[config.mk]
export PLATFORM = sky130hd
export DESIGN_NAME = mrw_mem
export DESIGN_NICKNAME = d
export VERILOG_FILES = /design/src/rtl/mrw_mem.sv
export SDC_FILE = /design/constraint.sdc
export NUM_CORES = 1
export LEC_CHECK = 0
export BUFFER_PORTS_ARGS = -buffer_cell sky130_fd_sc_hd__buf_4
export CAP_MARGIN = 20
export CORE_ASPECT_RATIO = 1.2
export CORE_UTILIZATION = 59
export DETAILED_ROUTE_END_ITERATION = 6
export PLACE_DENSITY_LB_ADDON = 0.3
export SYNTH_ARGS = -nofsm -noshare
export SYNTH_HDL_FRONTEND = slang
export SYNTH_SLANG_ARGS = --single-unit
export TNS_END_PERCENT = 1
[constraint.sdc]
create_clock -name clock -period 4 [get_ports clock]
set_clock_uncertainty 0.1 [all_clocks]
set_input_delay 0.4 -clock clock [delete_from_list [all_inputs] [get_ports clock]]
set_output_delay 0.4 -clock clock [all_outputs]
set_load 0.005 [all_outputs]
[src/rtl/mrw_mem.sv]
// Multi-read, single-write word memory with a post-reset clear sequence.
// Read ports are either registered (1-cycle latency, selectable read-under-write
// behaviour) or combinational. Writes support a per-bit mask.
module mrw_mem #(
  parameter int unsigned depth     = 64,
  parameter int unsigned addrbits  = 6,
  parameter int unsigned width     = 8,
  parameter int unsigned readernum = 2,
  parameter bit          isSyncRead = 1'b1,
  parameter bit          ruwMode    = 1'b0
) (
  input  logic                          clock,
  input  logic                          reset,
  input  logic [readernum-1:0]          read_ens,
  input  logic [addrbits*readernum-1:0] read_addrs,
  output logic [width*readernum-1:0]    read_datas,
  input  logic                          write_en,
  input  logic [addrbits-1:0]           write_addr,
  input  logic [width-1:0]              write_data,
  input  logic [width-1:0]              write_mask,
  output logic                          init_busy
);

  typedef enum logic [0:0] {StClear, StReady} state_e;

  localparam logic [addrbits-1:0] LastAddr = addrbits'(depth - 1);

  state_e              state_q, state_d;
  logic [addrbits-1:0] clr_cnt_q, clr_cnt_d;
  logic [width-1:0]    memcore [depth];

  logic                wr_valid;
  logic [width-1:0]    wr_merged;
  logic                mem_we;
  logic [addrbits-1:0] mem_waddr;
  logic [width-1:0]    mem_wdata;

  // State register and clear counter
  always_ff @(posedge clock) begin
    if (reset) begin
      state_q   <= StClear;
      clr_cnt_q <= '0;
    end else begin
      state_q   <= state_d;
      clr_cnt_q <= clr_cnt_d;
    end
  end

  // Next-state: walk the clear counter through every word, then go ready
  always_comb begin
    state_d   = state_q;
    clr_cnt_d = clr_cnt_q;
    unique case (state_q)
      StClear: begin
        clr_cnt_d = clr_cnt_q + 1'b1;
        if (clr_cnt_q == LastAddr) state_d = StReady;
      end
      StReady: ;
      default: state_d = StClear;
    endcase
  end

  // FSM outputs
  always_comb begin
    init_busy = (state_q == StClear);
  end

  // Write-port arbitration: reset zeroes word 0, clear zeroes the counted word,
  // otherwise a user write merges data under the mask
  always_comb begin
    wr_valid  = (state_q == StReady) && write_en && (32'(write_addr) < depth);
    wr_merged = (memcore[write_addr] & ~write_mask) | (write_data & write_mask);
    mem_we    = 1'b0;
    mem_waddr = write_addr;
    mem_wdata = wr_merged;
    if (reset) begin
      mem_we    = 1'b1;
      mem_waddr = '0;
      mem_wdata = '0;
    end else if (state_q == StClear) begin
      mem_we    = 1'b1;
      mem_waddr = clr_cnt_q;
      mem_wdata = '0;
    end else if (wr_valid) begin
      mem_we    = 1'b1;
    end
  end

  // Storage array
  always_ff @(posedge clock) begin
    if (mem_we) memcore[mem_waddr] <= mem_wdata;
  end

  for (genvar k = 0; k < readernum; k++) begin : g_port
    logic [addrbits-1:0] addr;
    logic [width-1:0]    rd_word;

    assign addr = read_addrs[k*addrbits +: addrbits];

    // Array lookup; out-of-range addresses read as zero
    always_comb begin
      rd_word = '0;
      if (32'(addr) < depth) rd_word = memcore[addr];
    end

    if (isSyncRead) begin : g_sync
      logic [width-1:0] rdata_q, rdata_d;
      logic [width-1:0] rd_fresh;

      // Same-edge write to this address bypasses the merged word when ruwMode=1
      always_comb begin
        rd_fresh = rd_word;
        if (ruwMode && wr_valid && (write_addr == addr)) rd_fresh = wr_merged;
        rdata_d = rdata_q;
        if (state_q == StClear) rdata_d = '0;
        else if (read_ens[k]) rdata_d = rd_fresh;
      end

      // Read data register
      always_ff @(posedge clock) begin
        if (reset) rdata_q <= '0;
        else       rdata_q <= rdata_d;
      end

      assign read_datas[k*width +: width] = rdata_q;
    end else begin : g_async
      assign read_datas[k*width +: width] = (reset || state_q == StClear) ? '0 : rd_word;
    end
  end

endmodule
# Yosys cells after proc, flatten, opt, wreduce, memory -nomap -nowiden
# Memory sizes are Yosys's and may differ from the RTL's. A register that Yosys moved wholly into a read port is not among the register bits.
# Index checks and enable logic that the tools add are counted.
[totals]
n_memories = 1
register_bits = 7
ram_bits = 512
input_bits = 39
[classes]
eq_ne = 1
n_addsub = 1
bitwise = 5
muxes = 11
reduce_logical = 2
[mem_list]
columns = ["name", "words", "word_bits", "read_ports", "rd_ports_with_merged_regs", "wr", "line_no", "text"]
rows = [
  ["memcore", 64, 8, 3, 2, 1, "30", "logic [width-1:0] memcore [depth];"],
]
[ops]
columns = ["operator", "n"]
rows = [
  ["$and 8x8->8", 2],
  ["$mux 8", 2],
  ["$mux 6", 2],
  ["$not 8->8", 1],
  ["$or 8x8->8", 1],
  ["$mux 1", 7],
  ["$add 6x1->6 const B", 1],
  ["$eq 6x6->1 const B", 1],
  ["$reduce_or 2->1", 1],
  ["$logic_and 1x1->1", 1],
  ["$not 1->1", 1],
]

# Depth between registers and ports, before layout
[logic_depth]
ltp_word = 6
ltp_mapped = 9
depth_no_buf = 5

# Worst setup path after synthesis
# OpenSTA, ideal clock, no wires.
[synth_timing]
path_kind = "input -> register"
from = "input write_addr[5]"
to = "memory memcore[0][2] (data pin)"
slack_ns = 0.940
required_time_ns = 3.516
arrival_ns = 2.576
cell_stages = 8
n_path_buf = 3
setup_time_ns = 0.384
path_cell_list = "buf_2 -> and3b_1 -> clkbuf_1 -> clkbuf_1 -> a22o_1 -> a31oi_1 -> a31oi_1 -> a311o_1"
[synth_between]
elab_chain_len = 5
[synth_lines]
columns = ["element", "line_no", "text"]
rows = [
  ["start: declaration", "18", "input logic [addrbits-1:0] write_addr,"],
  ["$mem_v2 64x8", "-", ""],
  ["$and 8x8->8", "72", "wr_merged = (memcore[write_addr] & ~write_mask) | (write_data & write_mask);"],
  ["$or 8x8->8", "72", ""],
  ["$mux 8", "80", "end else if (state_q == StClear) begin"],
  ["$mux 8", "76", "if (reset) begin"],
  ["named net mem_wdata[2]", "36", "logic [width-1:0] mem_wdata;"],
  ["end: declaration", "30", ""],
]
# The timed path passes the listed nets, and every way through them passes these cells.

# Final worst setup path
[layout_timing]
from = "register state_q"
to = "memory memcore[4][3] (data pin)"
[layout_between]
elab_chain_len = 2
[layout_lines]
columns = ["element", "line_no", "text"]
rows = [
  ["start: declaration", "28", "state_e state_q, state_d;"],
  ["start signal: assignment", "41", "state_q <= StClear;"],
  ["start signal: assignment", "44", "state_q <= state_d;"],
  ["$mux 8", "80", ""],
  ["$mux 8", "76", ""],
  ["named net mem_wdata[3]", "36", ""],
]
# The timed path passes the listed nets, and every way through them passes these cells.

==> results.ini <==
[floorplan]
die_height_um=246
coreArea_um2=49100
ioPinCount=56
start_util_pct=59.7
row_count=89
die_w_um=205
die-area_um2=50600

[setup_path]
crit_required_ns=4.21
worstPathArrival_ns=3.88
r2r-start=state_q
start_kind=flip-flop
ff2ff_setup_slack_ns=0.34
endpoint=memcore[4][3]
crit_fanout=64
crit_path_start=state_q
worst-r2r-cell-count=7
worstReg2RegEnd=memcore[4][3]
endpoint_kind=flip-flop
worstSetupPathType=flip-flop to flip-flop

[layout]
diodes=0
design_area_um2=33100
drive_gt1_share_pct=24.5
nets=2142
instances_no_fill=2776
syn_to_final_growth_pct=12.9

[routing]
drt_wl_total_um=109000
route.vias.total=22100
via_per_inst=7.95
wl_per_cell_um=39.4
drtPass1Iterations=7
drc=2
drt_iter0_markers=3595
drtAntennaViolNets=0

[sta]
rsz0062_at_grt=no
drv_slew=0
period_needed_ns=3.66
whs_ns=0.0309
fmax_mhz=273
final_hold_viol_count=0
tightest_slew_ns=1.28
relSlewSlack_pct=14.4
tns_ns=0
fin_crit_sh_pct=91.6
setup_violations=0

[logic_synthesis]
yosysMostFrequentCell=edfxtp_1
synth_fa_ha_area_share_pct=0.0427
synth_compound_area_share_pct=9.44
ys_types=42
synth_flop_cell=edfxtp_1
synth_xor_area_share_pct=0.120
synth_top_family_by_area=multiplexers
ys_ff_latch=535
synth.net_count=2033
ys_seq_area_share_pct=54.1
synth_warnings=0
netlist_instances=1993
synthSimpleGateAreaFrac_pct=5.39
synthMuxAreaShare_pct=28.0
synth_area_leader_cell=edfxtp_1
yosysTopAreaCellShare_pct=52.5
synthArstFlopShare_pct=0
yosys-top-cells-count=512 x edfxtp_1, 386 x mux2i_1, 240 x a22oi_1
synth_edf_count=512
synthTopCellsByArea=edfxtp_1 52%, mux4_2 15%, mux2i_1 13%
syn_area_um2=29300
synth_area_per_cell_um2=14.7

[clocking]
post_cts_resized=0
clk_pin_slew_worst_paths_ns=0.06
cts_buffers=52
cts_setup_buffers=0
clkLatencyLatePin_ns=0.62
cts_max_path_buffers=3
htreeDepth=2
clockRootBuffer=clkbuf_16
cts_sinks=535
cts_tree=done
hold_buffers=0

[pwr]
leakage_uw=0.0122
power_density_nw_per_um2=381
ir_worst_vdd_mv=0.367

[placement]
io_buffers=55
gp_congestion=1.00
placed_cell_area_um2=31300
dp.cells=2680
dp_hpwl_um=70700

[global_routing]
grtUsageTotal_pct=44.3
grt_pass1_vias=21500
grt_max_degree=65
grt_overflow_total=0
grt_pass1_wl_um=154000
antenna_found_initial=1

[run_status]
violations=DRC
status=finished, violations left

[worst_hold_path]
hp-class=primary input to flip-flop

[flow_run]
cap_violations=0

==> flip-flops by register name (all words and copies together), names as in the netlist <==
signal and cells:
clr_cnt_q 6, g_port.g_sync.rdata_q 16, memcore 512, state_q 1
==> placed cells by master (no fill, tap or decap), types with 4 or more instances in the layout <==
master	count
a211o_1	17
nand4_1	16
nand3_1	91
nand2_1	51
mux2i_1	386
clkinv_2	8
a41oi_1	16
buf_4	211
clkinv_1	12
clkbuf_16	53
nand2b_1	5
clkbuf_8	4
a21oi_1	39
mux4_2	192
dfxtp_1	23
nor3b_1	18
a21o_1	4
nor2b_4	4
buf_12	16
edfxtp_1	512
buf_6	5
a311o_2	8
and3_1	4
a22o_1	16
or3_1	9
nor2_1	83
a22oi_1	240
nand3b_1	12
bufinv_16	10
clkbuf_1	5
nor2b_1	4
a31oi_1	32
==> area by class of cell <==
class	count	area, um2
inverter	2	7.51
multi-input combinational	1276	12700
clock buffer	62	1400
fill	3377	16000
sequential	535	15800
tap	637	797
timing repair buffer	235	2010
clock inverter	29	382
==> layer usage <==
layer | wire length (um) | global-route usage (%)
met2 | 48500 | 66.4
met1 | 33800 | 52.2
met4 | 10900 | 34.6
met5 | 0 | 0.0992
met3 | 16200 | 15.1
==> per-stage QoR <==
stage / setup slack (ns) / util, % / power (uW)
finish: 0.338 / 67.4 / 12600
global route: 0.235 / 67.4 / 12800
CTS: 0.554 / 67.3 / 12500
detailed placement: 0.380 / 63.6 / 7420
global placement: 0.396 / 63.6 / 7400
floorplan: 0.940 / - / 6960
==> logic make-up after synthesis <==
kind of cell | after synthesis
AOI/OAI and AO/OA | 376
xor gates and xnor gates | 4
adders and majority gates | 1
buffers and inverters | 182
DFF | 535
muxes | 578
and+or+nand+nor | 317
==> critical path, stage by stage, from the launching register on <==
cell,delay [ns]
dfxtp_1,0.87
clkinv_1,0.51
nor2_1,0.22
buf_4,0.28
nand3b_1,0.21
a31oi_1,0.41
a311o_2,0.18
buf_4,0.53
==> how the worst min path moves through the flow <==
| stage | from | endpoint | slack [ns] | cells past startpoint |
|---|---|---|---|---|
| after global routing | reset | clr_cnt_q[3] | 0.04 | 2 |
| after CTS | reset | clr_cnt_q[3] | 0.01 | 2 |
| after floorplan | clr_cnt_q[0] | clr_cnt_q[0] | 0.38 | 2 |
| final | reset | clr_cnt_q[3] | 0.03 | 2 |
| after detailed placement | clr_cnt_q[0] | clr_cnt_q[0] | 0.44 | 2 |
| after global placement | clr_cnt_q[0] | clr_cnt_q[0] | 0.39 | 2 |
==> where the power goes <==
part	switching (uW)	leakage (uW)	internal, uW
registers	19.6	0.00536	6070
logic	809	0.00601	492
clock network	2090	0.000878	3110
total	2920	0.0122	9670
Power figures use the tool's default switching activity.
